`src/rtl/load_store_unit_pkg.sv`:
```
`default_nettype none
// +----------------------------------------------------------------------------+
// | Module      : load_store_unit_pkg                                          |
// | Description : Shared RV32I load/store definitions: funct3 encodings, LSU   |
// |               state encoding and the request legality check.               |
// | Revision    : 1.0 - initial release                                        |
// +----------------------------------------------------------------------------+
package load_store_unit_pkg;

    // Load encodings. Store encodings share the same values for byte/half/word.
    localparam logic [2:0] F3_LB  = 3'b000;
    localparam logic [2:0] F3_LH  = 3'b001;
    localparam logic [2:0] F3_LW  = 3'b010;
    localparam logic [2:0] F3_LBU = 3'b100;
    localparam logic [2:0] F3_LHU = 3'b101;
    localparam logic [2:0] F3_SB  = 3'b000;
    localparam logic [2:0] F3_SH  = 3'b001;
    localparam logic [2:0] F3_SW  = 3'b010;

    typedef enum logic [1:0] {
        IDLE = 2'd0,
        REQ  = 2'd1,
        DONE = 2'd2,
        FAIL = 2'd3
    } lsu_state_t;

    // A request is legal when funct3 names an access of the right kind and the
    // address is naturally aligned for its width.
    function automatic logic req_legal(input logic       st,
                                       input logic [2:0] f3,
                                       input logic [1:0] addr_lo);
        logic ok;
        ok = 1'b0;
        case (f3)
            F3_LB:   ok = 1'b1;                    // LB / SB
            F3_LH:   ok = ~addr_lo[0];             // LH / SH
            F3_LW:   ok = (addr_lo == 2'b00);      // LW / SW
            F3_LBU:  ok = ~st;
            F3_LHU:  ok = ~st & ~addr_lo[0];
            default: ok = 1'b0;
        endcase
        return ok;
    endfunction

endpackage : load_store_unit_pkg
`default_nettype wire

```
`src/rtl/load_store_unit_align.sv`:
```
`default_nettype none
// +----------------------------------------------------------------------------+
// | Module      : load_align                                                   |
// | Description : Combinational load-data extractor. Selects the addressed     |
// |               byte/halfword of the memory word and sign/zero-extends it.   |
// | Ports       : funct3  - load width/sign encoding                           |
// |               addr_lo - byte offset within the word                        |
// |               mem_rdata - full memory read word                            |
// |               result  - extended 32-bit value for the register file        |
// | Revision    : 1.0 - initial release                                        |
// +----------------------------------------------------------------------------+
module load_align
    import load_store_unit_pkg::*;
(
    input  logic [2:0]  funct3,
    input  logic [1:0]  addr_lo,
    input  logic [31:0] mem_rdata,
    output logic [31:0] result
);

    logic [7:0]  sel_byte;
    logic [15:0] sel_half;

    always_comb begin
        sel_byte = mem_rdata[{addr_lo, 3'b000} +: 8];
        sel_half = mem_rdata[{addr_lo[1], 4'b0000} +: 16];
        case (funct3)
            F3_LB:   result = {{24{sel_byte[7]}}, sel_byte};
            F3_LH:   result = {{16{sel_half[15]}}, sel_half};
            F3_LW:   result = mem_rdata;
            F3_LBU:  result = {24'd0, sel_byte};
            F3_LHU:  result = {16'd0, sel_half};
            default: result = 32'd0;
        endcase
    end

endmodule : load_align
`default_nettype wire

```
`src/rtl/load_store_unit.sv`:
```
`default_nettype none
// +----------------------------------------------------------------------------+
// | Module      : load_store_unit                                              |
// | Description : Executes one RV32I load or store per start pulse against a   |
// |               data-memory port with wait states, then writes load results  |
// |               straight into the register file.                             |
// | Ports       : start/is_store/funct3/addr/store_data/rd - request           |
// |               busy/done/err - status (done/err are 1-cycle pulses)         |
// |               mem_*  - memory request/response port                        |
// |               wrtEn/wrtReg/wrtData - register file write port              |
// | Revision    : 1.0 - initial release                                        |
// +----------------------------------------------------------------------------+
module load_store_unit
    import load_store_unit_pkg::*;
#(
    parameter int TIMEOUT_CYCLES = 255,
    parameter int TO_W           = 8
) (
    input  logic        clk,
    input  logic        rst,
    input  logic        start,
    input  logic        is_store,
    input  logic [2:0]  funct3,
    input  logic [31:0] addr,
    input  logic [31:0] store_data,
    input  logic [4:0]  rd,
    output logic        busy,
    output logic        done,
    output logic        err,
    output logic        mem_req,
    output logic        mem_we,
    output logic [31:0] mem_addr,
    output logic [31:0] mem_wdata,
    output logic [3:0]  mem_wstrb,
    input  logic        mem_ready,
    input  logic [31:0] mem_rdata,
    output logic        wrtEn,
    output logic [4:0]  wrtReg,
    output logic [31:0] wrtData
);

    // Last REQ cycle index before abort: the counter starts at 0 in the first
    // REQ cycle, so TIMEOUT_CYCLES cycles without ready end at this value.
    localparam logic [TO_W-1:0] TO_LAST = TO_W'(TIMEOUT_CYCLES - 1);

    lsu_state_t     state;
    logic [TO_W-1:0] to_cnt;
    logic           is_store_q;
    logic [2:0]     funct3_q;
    logic [1:0]     addr_lo_q;
    logic [4:0]     rd_q;

    logic [3:0]     st_wstrb;
    logic [31:0]    st_wdata;
    logic [31:0]    load_value;

    // Store lane replication computed from the live request so it can be
    // registered straight into the memory outputs on acceptance.
    always_comb begin
        st_wstrb = 4'b0000;
        st_wdata = 32'd0;
        case (funct3)
            F3_SB: begin
                st_wstrb = 4'b0001 << addr[1:0];
                st_wdata = {4{store_data[7:0]}};
            end
            F3_SH: begin
                st_wstrb = addr[1] ? 4'b1100 : 4'b0011;
                st_wdata = {2{store_data[15:0]}};
            end
            F3_SW: begin
                st_wstrb = 4'b1111;
                st_wdata = store_data;
            end
            default: begin
                st_wstrb = 4'b0000;
                st_wdata = 32'd0;
            end
        endcase
    end

    load_align u_load_align (
        .funct3    (funct3_q),
        .addr_lo   (addr_lo_q),
        .mem_rdata (mem_rdata),
        .result    (load_value)
    );

    always_ff @(posedge clk or posedge rst) begin
        if (rst) begin
            state      <= IDLE;
            to_cnt     <= '0;
            is_store_q <= 1'b0;
            funct3_q   <= 3'd0;
            addr_lo_q  <= 2'd0;
            rd_q       <= 5'd0;
            busy       <= 1'b0;
            done       <= 1'b0;
            err        <= 1'b0;
            mem_req    <= 1'b0;
            mem_we     <= 1'b0;
            mem_addr   <= 32'd0;
            mem_wdata  <= 32'd0;
            mem_wstrb  <= 4'd0;
            wrtEn      <= 1'b0;
            wrtReg     <= 5'd0;
            wrtData    <= 32'd0;
        end else begin
            // Pulse outputs default low; they are only raised on entry to
            // DONE/FAIL, which last exactly one cycle.
            done    <= 1'b0;
            err     <= 1'b0;
            wrtEn   <= 1'b0;
            wrtReg  <= 5'd0;
            wrtData <= 32'd0;

            case (state)
                IDLE: begin
                    if (start) begin
                        is_store_q <= is_store;
                        funct3_q   <= funct3;
                        addr_lo_q  <= addr[1:0];
                        rd_q       <= rd;
                        to_cnt     <= '0;
                        busy       <= 1'b1;
                        if (req_legal(is_store, funct3, addr[1:0])) begin
                            state     <= REQ;
                            mem_req   <= 1'b1;
                            mem_we    <= is_store;
                            mem_addr  <= {addr[31:2], 2'b00};
                            mem_wdata <= is_store ? st_wdata : 32'd0;
                            mem_wstrb <= is_store ? st_wstrb : 4'b0000;
                        end else begin
                            state <= FAIL;
                            err   <= 1'b1;
                        end
                    end
                end

                REQ: begin
                    if (mem_ready || (to_cnt == TO_LAST)) begin
                        mem_req   <= 1'b0;
                        mem_we    <= 1'b0;
                        mem_addr  <= 32'd0;
                        mem_wdata <= 32'd0;
                        mem_wstrb <= 4'd0;
                    end
                    if (mem_ready) begin
                        state <= DONE;
                        done  <= 1'b1;
                        if (!is_store_q) begin
                            wrtEn   <= (rd_q != 5'd0);
                            wrtReg  <= rd_q;
                            wrtData <= load_value;
                        end
                    end else if (to_cnt == TO_LAST) begin
                        state <= FAIL;
                        err   <= 1'b1;
                    end else begin
                        to_cnt <= to_cnt + 1'b1;
                    end
                end

                DONE, FAIL: begin
                    state  <= IDLE;
                    busy   <= 1'b0;
                    to_cnt <= '0;
                end

                default: begin
                    state <= IDLE;
                    busy  <= 1'b0;
                end
            endcase
        end
    end

endmodule : load_store_unit
`default_nettype wire
```
`config.mk`:
```
export PLATFORM = sky130hd
export DESIGN_NAME = load_store_unit
export DESIGN_NICKNAME = d
export VERILOG_FILES = /design/src/rtl/load_store_unit_pkg.sv /design/src/rtl/load_store_unit_align.sv /design/src/rtl/load_store_unit.sv
export SDC_FILE = /design/constraint.sdc
export NUM_CORES = 1
export LEC_CHECK = 0
export ABC_AREA = 1
export CAP_MARGIN = 15
export CORE_MARGIN = 10
export CORE_UTILIZATION = 49
export CTS_CLUSTER_DIAMETER = 80
export CTS_CLUSTER_SIZE = 25
export DETAILED_ROUTE_END_ITERATION = 7
export PLACE_DENSITY = 0.85
export SLEW_MARGIN = 20
export SYNTH_ARGS = -nofsm -noshare
export SYNTH_HDL_FRONTEND = slang
export SYNTH_SLANG_ARGS = --single-unit
```
`constraint.sdc`:
```
create_clock -name clk -period 8.6 [get_ports clk]
set_input_delay 1.29 -clock clk [delete_from_list [all_inputs] [get_ports clk]]
set_output_delay 1.29 -clock clk [all_outputs]
set_load 0.05 [all_outputs]
```
-- After elaboration in Yosys (flattened, before gate mapping)
Index checks and enable logic that the tools add are counted.
Widths: inputs -> output; s select.
- register bits after elaboration: 132
- input port bits: 109
- output and inout bits: 111
- logic and storage cells: 110
- $add $sub $neg: 1
- eq/ne operators: 18
- shifts and indexed selects: 3
- muxes and demuxes: 54
- bitwise operators: 3
- reductions and logical operators: 14
- operators by type and width (operator ; number):
    $mux 32 ; 9
    $pmux 32 s5 ; 1
    $pmux 32 s2 ; 2
    $pmux 32 s3 ; 1
    $shiftx 32x6->16 ; 1
    $shiftx 32x6->8 ; 1
    $mux 8 ; 3
    $pmux 8 s3 ; 1
    $mux 4 ; 5
    $mux 1 ; 17
    $mux 5 ; 3
    $eq 3x3->1 const B ; 4
    $pmux 4 s3 ; 1
    $ne 2x2->1 const B ; 5
    $add 8x1->8 const B ; 1
    $eq 8x8->1 const B ; 1
    $mux 2 ; 4
    $pmux 1 s2 ; 4
    $pmux 4 s2 ; 1
    $eq 3x1->1 const B ; 2
    $eq 3x2->1 const B ; 2
    $logic_not 3->1 ; 2
    $pmux 2 s3 ; 1
    $reduce_and 2->1 ; 3
    other kinds (14) ; 18

-- Logic depth before layout (Yosys ltp)
- depth after elaboration: 8
- gate-level depth with buffers: 13
- gate-level depth less buffers: 11

-- Hierarchy
A second synthesis with hierarchy kept.
- cell total of the unflattened synthesis: 930
- area, all modules: 6825.3 um^2
- modules (own cells, without submodules) (module ; instances ; cells each ; area an instance (um^2) ; seq. area each (um^2)):
    load_store_unit ; 1 ; 733 ; 5921.9 ; 3253.1
    load_align ; 1 ; 197 ; 903.4 ; 0.0

-- Least setup slack after synthesis
No wires, ideal clock.
- kind: input-to-reg
- start: in funct3[1]
- end: reg mem_addr[10]
- library setup time: 119 ps
- arrival time: 2256 ps
- required time: 8481 ps
- path slack: 6225 ps
- stages on the path: 10
- path buffers: 2
- cells stage by stage: nor2_4 > nor2_1 > nand2_1 > nand2_2 > nand2_2 > nand2_2 > buf_6 > buf_6 > nand2_1 > nand2_1
- word-level cells in the longest chain between the ends: 6
- elaborated cells on any way between the ends: 10
- those cells by class: eq/ne (5); mux (3); reduce/logical (2)
- RTL lines (item ; line ; source):
    start, declared ; load_store_unit.sv:23 ; input logic [2:0] funct3,
    $eq 3x3->1 (tied with other cells) ; load_store_unit_pkg.sv:34 ; case (f3)
    $pmux 1 s5 (*) ; load_store_unit_pkg.sv:34 ;
    $mux 1 (*) ; load_store_unit.sv:119 ; if (start) begin
    $mux 1 (*) ; load_store_unit.sv:117 ; case (state)
    $ne 2x2->1 (no line) (*) ; n/a ;
    $reduce_and 4->1 (no line) (*) ; n/a ;
    end signal, assigned ; load_store_unit.sv:130 ; mem_addr <= {addr[31:2], 2'b00};
    end, declared ; load_store_unit.sv:32 ; output logic [31:0] mem_addr,
Every way passes the cells marked *; elsewhere a longest branch is shown, timed or not. The select of a mux whose other input is x is not followed.
A chain may end at the register's enable or synchronous reset.

-- Worst setup path in the final report
- start: in funct3[0]
- end: reg mem_addr[9]
The elaborated chain is that of the path after synthesis.

==> results.sh <==
export IMPL_status="complete, no violations"
export IMPL_syn_area_per_cell_um2=7.600
export IMPL_finalClockSkew_ps=10.12
export IMPL_syn_to_final_growth_pct=43.99
export IMPL_root_buffer="clkbuf_16"
export IMPL_final_max_slew_viol_count=0
export IMPL_worst_setup_path_end_kind="register"
export IMPL_synth_seq_cells=130
export IMPL_hold_violations=0
export IMPL_powerDensity_nw_per_um2=347.0
export IMPL_overflow=0
export IMPL_avgViaCountPerCell=5.277
export IMPL_dieArea_um2=17960
export IMPL_num_vias=6411
export IMPL_cpPeakStageDelay_ps=930
export IMPL_start_util=0.5026
export IMPL_synth_edf_count=0
export IMPL_grt_pass1_wl_um=32100
export IMPL_placed_area_um2=8566
export IMPL_fin_crit_sh=0.4872
export IMPL_nFillCells=982
export IMPL_cts_tree="yes"
export IMPL_synthDistinctLibCells=31
export IMPL_port_buffers=217
export IMPL_hold_buffers=0
export IMPL_wl_per_cell_um=16.65
export IMPL_cts_max_path_buffers=2
export IMPL_place_congestion=0.9505
export IMPL_leakage_uw=0.004480
export IMPL_crit_fanout=37
export IMPL_holdCritPathClass="reg2reg"
export IMPL_postSynthCellCount=838
export IMPL_postRouteAntennaNets=0
export IMPL_cp_start_kind="primary input"
export IMPL_detail_route_first_pass_iterations=5
export IMPL_ys_top_cells_by_count="341 x nand2_1, 133 x nand3_1, 130 x dfrtp_1"
export IMPL_critPathKind="in2reg"
export IMPL_max_freq_ghz=0.2387
export IMPL_dp_hpwl_um=14300
export IMPL_ctsResizeCount=0
export IMPL_cts_sinks=130
export IMPL_drive_gt1_frac=0.05944
export IMPL_antenna_found_initial=0
export IMPL_finalSetupViolations=0
export IMPL_diodes=0
export IMPL_arrival_ps=4480
export IMPL_ir_drop_v=0.0002037
export IMPL_track_usage=0.2224
export IMPL_fin_tns_setup_ps=0
export IMPL_drtIter0Drc=499
export IMPL_first_global_vias=6140
export IMPL_insertion_delay_ps=410
export IMPL_finish_instance_area_um2=9170
export IMPL_synthArstFlopShare=1.000
export IMPL_synth_area_leaders="dfrtp_1 51%, nand2_1 20%, nand3_1 10%"
export IMPL_grt_max_degree=84
export IMPL_path_cells="clkdlybuf4s50_1 > nor2_2 > nand3_1 > nand2_1 > nand2_2 > nand2_2 > nand2_2 > buf_4 > nand2_1 > nand2_1"
export IMPL_rsz0062_at_grt="no"
export IMPL_cp_data_required_time_ps=8890
export IMPL_h_tree_depth=4
export IMPL_drc_errors=0
export IMPL_yosysWarnings=0
export IMPL_synthFlopType="dfrtp_1"
export IMPL_synth_area_leader_cell="dfrtp_1"
export IMPL_fin_crit_ps=4190
export IMPL_wl_um=20230
export IMPL_cts_setup_buffers=0
export IMPL_clk_pin_slew_ps=60
export IMPL_tightest_slew_ps=1036
export IMPL_layout_nets=1141
export IMPL_cts_inserted_buffers=17
export IMPL_row_count=41
export IMPL_cpMaxStageDelayCell="nor2_2"
export IMPL_ios=220
export IMPL_dieWidth_um=134.0
export IMPL_synth_top_area_frac=0.5108
export IMPL_relSlewSlack=0.3076
export IMPL_core_um2=12670
export IMPL_drv_cap=0
export IMPL_yosysMostFrequentCell="nand2_1"
export IMPL_synth_yosys_seq_area_share=0.5108
export IMPL_synth_area_um2=6369
export IMPL_die_h_um=134.0
where the power goes:
| group | switching [uW] | internal (uW) |
|---|---|---|
| logic | 1100 | 443 |
| registers | 117 | 789 |
| clock network | 293 | 444 |
| total | 1510 | 1680 |
worst max-delay path, delay by kind of cell:
family,cells,cell delay [ps]
buf+inv,2,1130
simple gates,8,2040
final timing paths:
check / from / end / slack, ps / cells past startpoint
max in group asynchronous: rst / mem_wdata[3] / 6140 / 3
worst max-delay path: funct3[0] / mem_addr[9] / 4410 / 10
worst min register to register: mem_addr[6] / mem_addr[6] / 470 / 2
worst min-delay path: mem_addr[6] / mem_addr[6] / 470 / 2
min in group asynchronous: rst / mem_we / 1310 / 2
worst max register to register: to_cnt[0] / mem_addr[9] / 5700 / 12
final cells by class:
class	count	area, um2	area share
multi-input combinational	618	2735	0.2983
sequential	130	3253	0.3548
tap	172	215.2	0.02347
timing repair buffer	221	2201	0.2400
inverter	42	160.2	0.01746
clock inverter	14	166.4	0.01815
clock buffer	18	439.2	0.04789
metal layers:
metal / vias up / share of wire / global-route usage
met3: 56 / 0.066 / 0.06087
met2: 272 / 0.49 / 0.3667
met1: 3010 / 0.40 / 0.2638
met4: 0 / 0.041 / 0.1052
met5: - / 0 / 0
li1: 3073 / - / -
per-stage QoR:
stage	instances	utilization	setup WS, ps	hold WS, ps	power (uW)
final	1215	0.7237	4410	469.4	3182
after global placement	1183	0.6751	4138	454.6	2417
after global routing	1215	0.7237	4063	500.9	3345
after CTS	1215	0.7238	4427	473.0	3192
after floorplan	839	-	3841	468.3	1945
after detailed placement	1183	0.6760	4026	457.6	2443
cell families (layout without fill, tap and decap cells):
group,count (synthesis),after routing,synth area share
adders and majority gates,2,2,0.003929
xor gates and xnor gates,1,1,0.001375
DFF,130,130,0.5108
buffers and inverters,91,295,0.06405
and+or+nand+nor,553,553,0.3617
AOI/OAI and AO/OA,60,60,0.05757
other,1,2,0.0005888
placed cells by master, fill, tap and decap left out:
cell type / n
clkinv_4: 3
nand2_2: 4
clkinvlp_4: 1
nand3_1: 133
buf_4: 3
nand2_1: 341
o211ai_1: 5
a31o_2: 1
a21o_1: 1
nor3_4: 1
bufinv_16: 2
nor2_1: 53
buf_2: 1
clkdlybuf4s50_1: 216
a21oi_4: 1
clkbuf_8: 1
nand3b_1: 2
inv_2: 3
buf_6: 1
dfrtp_1: 130
a31oi_1: 25
nor2_2: 4
inv_1: 38
clkbuf_16: 17
nand4_1: 3
inv_8: 1
nor2_4: 2
or2_2: 8
inv_4: 1
conb_1: 2
ha_1: 2
o31ai_1: 1
xor2_1: 1
o21bai_1: 1
nor3_1: 2
inv_6: 7
a21oi_1: 2
o21ai_0: 23
flip-flops by register name, indices dropped and copies added, names as in the netlist, 3 cells and up:
signal	cells
funct3_q	3
mem_addr	30
mem_wdata	32
mem_wstrb	4
rd_q	5
to_cnt	8
wrtData	32
wrtReg	5
Power figures use the tool's default switching activity.
